`src/rtl/shift_load_controller.sv`:
```
// Sequencer for one parallel-out shift register: serialises a word MSB-first,
// captures the displaced contents, then checks the register against the word.
module shift_load_controller #(
    parameter int WIDTH      = 4,
    parameter int GAP_CYCLES = 0
) (
    input  logic             Clk,
    input  logic             Rst_n,
    input  logic             LoadReq,
    input  logic [WIDTH-1:0] LoadWord,
    output logic             LoadReady,
    input  logic             Abort,
    output logic             ShiftIn,
    output logic             ShiftEn,
    input  logic             ShiftOut,
    input  logic [WIDTH-1:0] ParallelOut,
    output logic             Busy,
    output logic             Done,
    output logic             CheckOk,
    output logic             Aborted,
    output logic [WIDTH-1:0] PrevWord
);

    localparam int CW = $clog2(WIDTH);
    localparam logic [3:0] GAP_LOAD = 4'((GAP_CYCLES > 0) ? GAP_CYCLES - 1 : 0);

    typedef enum logic [1:0] {IDLE, SHIFT, VERIFY, GAP} state_t;

    state_t           state;
    logic [WIDTH-1:0] word_reg;
    logic [WIDTH-1:0] tx_reg;
    logic [WIDTH-1:0] prev_cap;
    logic [CW-1:0]    count;
    logic [3:0]       gap_cnt;

    assign LoadReady = (state == IDLE);

    always_ff @(posedge Clk or negedge Rst_n) begin
        if (!Rst_n) begin
            state    <= IDLE;
            word_reg <= '0;
            tx_reg   <= '0;
            prev_cap <= '0;
            count    <= '0;
            gap_cnt  <= '0;
            ShiftIn  <= 1'b0;
            ShiftEn  <= 1'b0;
            Busy     <= 1'b0;
            Done     <= 1'b0;
            CheckOk  <= 1'b0;
            Aborted  <= 1'b0;
            PrevWord <= '0;
        end else begin
            Done    <= 1'b0;
            Aborted <= 1'b0;
            case (state)
                IDLE: begin
                    if (LoadReq) begin
                        word_reg <= LoadWord;
                        tx_reg   <= LoadWord << 1;
                        ShiftEn  <= 1'b1;
                        ShiftIn  <= LoadWord[WIDTH-1];
                        count    <= '0;
                        Busy     <= 1'b1;
                        state    <= SHIFT;
                    end
                end
                SHIFT: begin
                    // Abort outranks the final shift edge, so no Done follows it
                    if (Abort) begin
                        ShiftEn <= 1'b0;
                        ShiftIn <= 1'b0;
                        Aborted <= 1'b1;
                        Busy    <= 1'b0;
                        state   <= IDLE;
                    end else begin
                        prev_cap <= {prev_cap[WIDTH-2:0], ShiftOut};
                        if (count == CW'(WIDTH - 1)) begin
                            ShiftEn <= 1'b0;
                            ShiftIn <= 1'b0;
                            state   <= VERIFY;
                        end else begin
                            count   <= count + 1'b1;
                            ShiftIn <= tx_reg[WIDTH-1];
                            tx_reg  <= tx_reg << 1;
                        end
                    end
                end
                VERIFY: begin
                    CheckOk  <= (ParallelOut == word_reg);
                    PrevWord <= prev_cap;
                    Done     <= 1'b1;
                    if (GAP_CYCLES > 0) begin
                        gap_cnt <= GAP_LOAD;
                        state   <= GAP;
                    end else begin
                        Busy  <= 1'b0;
                        state <= IDLE;
                    end
                end
                GAP: begin
                    if (gap_cnt == 4'd0) begin
                        Busy  <= 1'b0;
                        state <= IDLE;
                    end else begin
                        gap_cnt <= gap_cnt - 1'b1;
                    end
                end
                default: state <= IDLE;
            endcase
        end
    end

endmodule
```
`config.mk`:
```
export PLATFORM = sky130hd
export DESIGN_NAME = shift_load_controller
export DESIGN_NICKNAME = d
export VERILOG_FILES = /design/src/rtl/shift_load_controller.sv
export SDC_FILE = /design/constraint.sdc
export NUM_CORES = 1
export LEC_CHECK = 0
export CAP_MARGIN = 20
export CORE_MARGIN = 4
export CORE_UTILIZATION = 35
export CTS_CLUSTER_DIAMETER = 80
export CTS_CLUSTER_SIZE = 40
export DETAILED_ROUTE_END_ITERATION = 12
export DONT_BUFFER_PORTS = 1
export GPL_ROUTABILITY_DRIVEN = 0
export GPL_TIMING_DRIVEN = 0
export PLACE_DENSITY = 0.46
export SLEW_MARGIN = 30
export SYNTH_ARGS = -nofsm -noshare
export SYNTH_HDL_FRONTEND = slang
export SYNTH_SLANG_ARGS = --single-unit
export TNS_END_PERCENT = 10
```
`constraint.sdc`:
```
create_clock -name Clk -period 4.49 [get_ports Clk]
set_clock_uncertainty 0.05 [all_clocks]
set_input_delay 0.898 -clock Clk [delete_from_list [all_inputs] [get_ports Clk]]
set_output_delay 0.898 -clock Clk [all_outputs]
set_load 0.005 [all_outputs]
```
# ---- Word level (Yosys, flattened, before mapping)
# Cells that the tools add are included.
# Widths: inputs -> output; s select.
dict set report op_classes {
  add_sub_neg 2
  multipliers 0
  div 0
  order_cmp 0
  n_eq_ne 11
  shift 0
  mux 27
  n_bitwise 2
  n_reduce_logical 11
}
# cell count
set ops {}
lappend ops {{$mux 2} 7}
lappend ops {{$mux 4} 3}
lappend ops {{$mux 1} 11}
lappend ops {{$ne 2x2->1 const B} 5}
lappend ops {{$reduce_and 3->1} 3}
lappend ops {{$pmux 2 s4} 1}
lappend ops {{$pmux 4 s2} 1}
lappend ops {{$reduce_and 2->1} 4}
lappend ops {{$eq 2x2->1 const B} 3}
lappend ops {{$eq 4x4->1} 1}
lappend ops {{$logic_not 4->1} 1}
lappend ops {{$pmux 1 s2} 2}
lappend ops {{$pmux 1 s4} 1}
lappend ops {{$pmux 2 s2} 1}
lappend ops {{$reduce_and 4->1} 1}
lappend ops {{$sub 4x1->4 const B} 1}
lappend ops {{$ne 3x3->1 const B} 1}
lappend ops {{$add 2x1->2 const B} 1}
lappend ops {{$eq 2x1->1 const B} 1}
lappend ops {{$logic_not 2->1} 1}
lappend ops {{$not 1->1} 2}
lappend ops {{$reduce_bool 2->1} 1}
dict set report word_totals {
  ff_bits 30
  latchBits 0
  ramBits 0
  mem_bits_ro 0
  in_bits 13
  out_inout_bits 11
  elab_cells 66
  n_memories 0
}

# ---- Longest topological paths before layout
# Gate-level depths: netlist of run 1.
dict set report depth {
  word_depth 4
  depth_mapped 6
  depth_no_buf 5
}

# ---- Worst setup path after synthesis of run 1
# No wires, ideal clock.
dict set report synth_timing {
  path_kind {in2reg}
  start {in Abort}
  end {reg tx_reg[2]}
  setup_time_ps 125
  arrival_ps 1576
  t_required_ps 4315
  slack_ps 2739
  stages 3
  n_path_buf 0
  cell_sequence {nor3b_1 o21a_1 mux2_2}
}
dict set report synth_via {
  elab_chain_len 2
}
# item line
set synth_rtl {}
lappend synth_rtl {{from (decl)} 12} ;# input logic Abort,
lappend synth_rtl {{$ne 2x2->1 (no source line)} n/a}
lappend synth_rtl {{$reduce_and 4->1 (no source line)} n/a}
lappend synth_rtl {{to (signal assigned)} 60} ;# tx_reg <= LoadWord << 1;
lappend synth_rtl {{to (signal assigned)} 85} ;# tx_reg <= tx_reg << 1;
lappend synth_rtl {{to (decl)} 31} ;# logic [WIDTH-1:0] tx_reg;
# Every way passes these cells.
# A chain may end at the register's enable or synchronous reset.

# ---- Final worst setup path of run 1
dict set report layout_timing {
  start {reg state[1]}
  end {out LoadReady}
}
dict set report layout_via {
  elab_chain_len 1
}
# item line
set layout_rtl {}
lappend layout_rtl {{from (decl)} 29} ;# state_t state;
lappend layout_rtl {{from (signal assigned)} 40} ;# state <= IDLE;
lappend layout_rtl {{from (signal assigned)} 65} ;# state <= SHIFT;
lappend layout_rtl {{from (signal assigned)} 75} ;# state <= IDLE;
lappend layout_rtl {{$logic_not 2->1} 36} ;# assign LoadReady = (state == IDLE);
lappend layout_rtl {{to (decl)} 11} ;# output logic LoadReady,
# Every way passes these cells.

==> results of run 1 <==
==> final cells by class <==
| class | instances | area (um2) | share of cell area |
|---|---|---|---|
| Sequential cell | 29 | 726 | 0.485 |
| Buffer | 3 | 21.3 | 0.0142 |
| Clock inverter | 2 | 37.5 | 0.0251 |
| Multi-Input combinational cell | 67 | 552 | 0.368 |
| Tap cell | 48 | 60.1 | 0.0401 |
| Inverter | 5 | 18.8 | 0.0125 |
| Clock buffer | 6 | 82.6 | 0.0551 |
==> critical path, delay by kind of cell, from the launching register on <==
family | cells | cell delay [ns]
flops | 1 | 0.45
buf+inv | 1 | 0.22
simple gates | 1 | 0.15
==> per-layer routing <==
| metal | global-route usage | share of wire | wire, um |
|---|---|---|---|
| met1 | 0.135 | 0.44 | 1100 |
| met2 | 0.163 | 0.45 | 1120 |
| met3 | 0.0754 | 0.093 | 230 |
| met4 | 0.0586 | 0.0093 | 23 |
| met5 | 0 | 0 | 0 |
==> report_power, final <==
part / switching (W) / total (W) / internal [W]
clock: 0.000103 / 0.000283 / 0.000180
combinational: 0.0000809 / 0.000186 / 0.000106
sequential: 0.0000650 / 0.000416 / 0.000351
==> cell families after synthesis <==
group           Yosys count  share of synthesized area
simple gates             26                      0.134
buf+inv                   8                     0.0304
flops                    29                      0.551
compound gates           14                     0.0655
xor+xnor                  7                     0.0465
fa+ha+maj                 3                     0.0285
mux                      17                      0.144
==> cell usage after synthesis (2+ instances only) <==
| cell | count |
|---|---|
| buf_2 | 2 |
| a21oi_1 | 3 |
| mux2_2 | 16 |
| nand2b_1 | 3 |
| nor2_1 | 8 |
| xor2_1 | 6 |
| nor2b_1 | 2 |
| and4_2 | 2 |
| dfrtp_1 | 29 |
| inv_1 | 4 |
| ha_1 | 3 |
| o21ai_0 | 6 |
==> worst max-delay path by stage <==
stage,end,slack [ns],cells past startpoint
floorplan,tx_reg[2]$_DFFE_PN0P_,2.74,3
finish,LoadReady,2.45,2
global route,LoadReady,2.38,2
CTS,LoadReady,2.43,2
detailed placement,count[1]$_DFFE_PN0P_,2.59,3
global placement,count[1]$_DFFE_PN0P_,2.59,3
==> stage by stage <==
| stage | utilization | worst slack, ns |
|---|---|---|
| final | 0.409 | 2.45 |
| after global routing | 0.409 | 2.38 |
| after CTS | 0.409 | 2.43 |
| after detailed placement | 0.376 | 2.59 |
| after global placement | 0.376 | 2.59 |
| after floorplan | - | 2.74 |
==> run metrics, run 1 <==
# DRC 0; number of DRC markers in iteration 0 33; clock sink total 29; Mapped Area around 1300 um2; crit path from state[1]$_DFFE_PN0P_; Rel. slew slack 0.569; pin count of the biggest net entering global routing 30; Yosys reg bits 29; Critical Path AT 1.10 ns; vias per cell around 5; fin area 1500 um2; via count a little under 800; internal reg-to-reg setup slack between 2 and 3 ns; worst skew pair latency between 0.2 and 0.3 ns; global route overflow 0; cell taking the most area after synthesis dfrtp_1; CTS tree done; Hold Slack between 0.2 and 0.3 ns; Crit path required time 3.54 ns; CP Launch Type flop; maximum VDD drop ~0.21 mV; vias in the first global route roughly 860; Slew @ Worst Pin around 0.64 ns; CTS resizes 0; Worst R2R Start gap_cnt[0]$_DFFE_PN0P_; EDFF count, synth 0; worst r2r dst state[0]$_DFFE_PN0P_; fin cells 160; first drt pass iteration count 4; final hold vios 0; CTS Root Buffer Type clkbuf_8; post-synth top area share 0.551; clock slew at reported path FFs 0.07 ns; nets ~130; Pwr Density 591 nW/um2; Synth Warn # 0; GRT Overall Usage 0.116; commonest non-fill, non-tap cell in the layout dfrtp_1; Crit Path Max Fanout 10; Synth Net Count 120; Power, Total 0.000886 W; RSZ-0062 raised after global routing false; Crit Path Category reg -> out; Inserted Diodes 0; final worst path period share 0.455; number of I/O pins 24; Core Region 3660 um2; Layout area overhead 13.7%; die area slightly below 5000 um2; R2R depth 6; Slowest-stage cell, CP dfrtp_1; Final ANT Viol Nets 0; setup violators final 0; count of pins over their slew limit 0; max-cap violations 0; post-CTS setup repair buffer count 0; Layout fillers about 350; Placed Area 1380 um2; Avg Synthesized Cell Area roughly 13 um2; row cnt 22; most frequent cells in the layout dfrtp_1, mux2_2, nor2_1; Post-Place Cells between 150 and 200; Setup crit end kind output port; Setup TNS Final 0 ns; initial antenna violation count 0; Cell Chain, Critical Path buf_2 > nor2_1; fraction of layout cells with a size suffix above 1 0.304; top_reg_cell synth dfrtp_1; leakage 0.664 nW; WL per Instance between 15 and 20 um; Final min period about 2 ns; status finished clean; worst hold path class in -> async; Syn Inst Count 104; clk buf depth 2; DIE WIDTH a little under 70 um; Initial Util 0.360; FFs w/ async S/R, synth 1.00; DRT Wirelength 2480 um; Distinct cells, synth 32; PortBufs 0; H-tree level count 2; hpwl dp around 1800 um; sequential area share after synthesis 0.551; hold buffer count at cts 0; Fmax just under 500 MHz; CP peak stage delay between 0.4 and 0.5 ns; first-pass GRT wire length around 4300 um; die height between 60 and 70 um; TritonCTS buffer count 5; top post-synthesis cells by area dfrtp_1, mux2_2, xor2_1
Power figures use the tool's default switching activity.
==> run 2: changes to the inputs <==
PLACE_DENSITY = 0.48   (was 0.46)
clock period = 1.84 ns   (was 4.49 ns; I/O delays follow)
==> run 2 against run 1 <==
Final cell count grew 0.63%. Via count grew 3.5%. Critical path depth grew 4. Worst hold slack lost 0.075 ns. Global-route usage grew 0.17 points. Sequential power grew 140%. Total power grew 130%. Register-to-register slack lost 2.7 ns. Critical endpoint is now state[0]$_DFFE_PN0P_. Largest power group unchanged.
==> run metrics, run 2 (synthesis results as in run 1) <==
status finished clean (unchanged); busiest metal layer after global routing met2 (unchanged); GRT Overall Usage 0.118 (was 0.116); met2 Use GR 0.161 (was 0.163); DRT Wirelength 2470 um (was 2480 um); WL per Instance 15.3 um (was 15.5 um); Slowest-stage cell, CP or3b_4 (was dfrtp_1); H-tree level count 2 (unchanged); global routing usage on met3 0.0594 (was 0.0754); post-CTS setup repair buffer count 0 (unchanged); clock sink total 29 (unchanged); Final min period roughly 1.7 ns; Buf/Inv on CP 2 (was 1); clock slew at reported path FFs 0.06 ns (was 0.07 ns); RSZ-0062 raised after global routing false (unchanged); Crit path required time 1.95 ns (was 3.54 ns); pre-CTS WS 0.129 ns (was 2.59 ns); Fmax 578 MHz; clk buf depth 2 (unchanged); setup violators final 0 (unchanged); max-cap violations 0 (unchanged); Worst Setup Slack, final 0.110 ns (was 2.45 ns); Hold Slack 0.180 ns (was 0.255 ns); # DRC 0 (unchanged); via count 807 (was 780); Cell Chain, Critical Path inv_1 > ha_1 > or3b_4 > and3_4 > buf_6 > or2_1 (was buf_2 > nor2_1); final worst path period share 0.940; Final ANT Viol Nets 0 (unchanged); Layout area overhead 13.4% (was 13.7%); worst hold path class in -> reg (was in -> async); vias in the first global route 858 (was 861); first drt pass iteration count 4 (unchanged); hold buffer count at cts 2 (was 0); Inserted Diodes 0 (unchanged); CP peak stage delay 0.39 ns (was 0.45 ns); row cnt 22 (unchanged); Crit Path Category reg -> reg (was reg -> out); most frequent cells in the layout dfrtp_1, mux2_2, nor2_1 (unchanged); Critical Path AT 1.84 ns (was 1.10 ns); area taken by multi-input logic gates 552 um2 (unchanged); final hold vios 0 (unchanged); first-pass GRT wire length 4310 um (was 4260 um); Crit Path Max Fanout 4 (was 10); fraction of layout cells with a size suffix above 1 0.292 (was 0.304); die area 4810 um2 (unchanged); commonest non-fill, non-tap cell in the layout dfrtp_1 (unchanged); Pwr Density 1340 nW/um2 (was 591 nW/um2); maximum VDD drop 0.664 mV (was 0.212 mV); pin count of the biggest net entering global routing 30 (unchanged); CTS tree done (unchanged); initial antenna violation count 0 (unchanged); worst skew pair latency 0.27 ns (was 0.28 ns); Layout fillers 339 (was 348); Power, Total 0.00200 W (was 0.000886 W); Core Region 3660 um2 (unchanged); number of I/O pins 24 (unchanged); number of DRC markers in iteration 0 14 (was 33); Setup TNS Final 0 ns (unchanged); grt met1 use 0.150 (was 0.135); Setup crit end kind flop (was output port); Slew @ Worst Pin 0.635 ns (was 0.638 ns); Reg area 726 um2 (unchanged); count of pins over their slew limit 0 (unchanged); PortBufs 0 (unchanged); CP Launch Type flop (unchanged); leakage 0.664 nW (about the same); vias per cell 5.01 (was 4.88); DIE WIDTH 69.4 um (unchanged); Worst path top cell family by delay simple AND/OR/NAND/NOR gates (was flip-flops); die height 69.4 um (unchanged); Rel. slew slack 0.571 (was 0.569); CTS Root Buffer Type clkbuf_8 (unchanged); global route overflow 0 (unchanged); TritonCTS buffer count 5 (unchanged); CTS resizes 0 (unchanged); Initial Util 0.360 (unchanged); hpwl dp 1790 um (was 1780 um); nets 129 (was 127)
-- run 2: changes by cell type in the layout (fill, tap and decap cells not counted) --
cell           previous run  this run
clkbuf_1                  0         1
dlygate4sd3_1             0         1
buf_12                    0         1
clkinvlp_4                1         0
bufinv_16                 1         0
-- run 2: power by group --
part | internal, W | switching [W] | total, W
Sequential | 0.000857 | 0.000156 | 0.00101
Combinational | 0.000264 | 0.000209 | 0.000472
Clock | 0.000296 | 0.000219 | 0.000515
-- run 2: path summary, 6_finish.rpt --
| check | slack [ns] | cells after the start | endpoint | start |
|---|---|---|---|---|
| max | 0.11 | 6 | state[0]$_DFFE_PN0P_ | gap_cnt[0]$_DFFE_PN0P_ |
| min | 0.18 | 2 | Aborted$_DFF_PN0_ | Abort |
| max reg2reg | 0.11 | 6 | state[0]$_DFFE_PN0P_ | gap_cnt[0]$_DFFE_PN0P_ |
| min reg2reg | 0.42 | 1 | gap_cnt[3]$_DFFE_PN0P_ | gap_cnt[3]$_DFFE_PN0P_ |
| max in group asynchronous | 1.10 | 2 | Done$_DFF_PN0_ | Rst_n |
| min in group asynchronous | 0.48 | 2 | Aborted$_DFF_PN0_ | Rst_n |
-- run 2: area by class of cell --
type                    count  area share
repair buffers              2      0.0201
clock buffers               7      0.0578
flip-flops and latches     29       0.486
plain buffers               3      0.0142
well taps                  48      0.0402
inverters                   5      0.0126
multi-input cells          67       0.369
-- run 2: metal layers --
| metal | share of wire | vias up |
|---|---|---|
| met5 | 0 | - |
| met4 | 0.017 | 0 |
| met3 | 0.073 | 4 |
| met2 | 0.45 | 24 |
| li1 | - | 380 |
| met1 | 0.46 | 399 |
-- run 2: stage by stage --
| step | utilization | cell area (um2) | cells |
|---|---|---|---|
| final | 0.408 | 1490 | 161 |
| after detailed placement | 0.376 | 1380 | 152 |
| after global routing | 0.408 | 1490 | 161 |
| after global placement | 0.376 | 1380 | 152 |
| after CTS | 0.408 | 1490 | 161 |
| after floorplan | - | 1320 | 104 |
-- run 2: worst register-to-register path, delay by kind of cell, from the launching register on --
family / cells / cell delay, ns
AND/OR/NAND/NOR: 3 / 0.79
flip-flops: 1 / 0.37
buffers and inverters: 2 / 0.24
adder cells (fa/ha/maj): 1 / 0.16
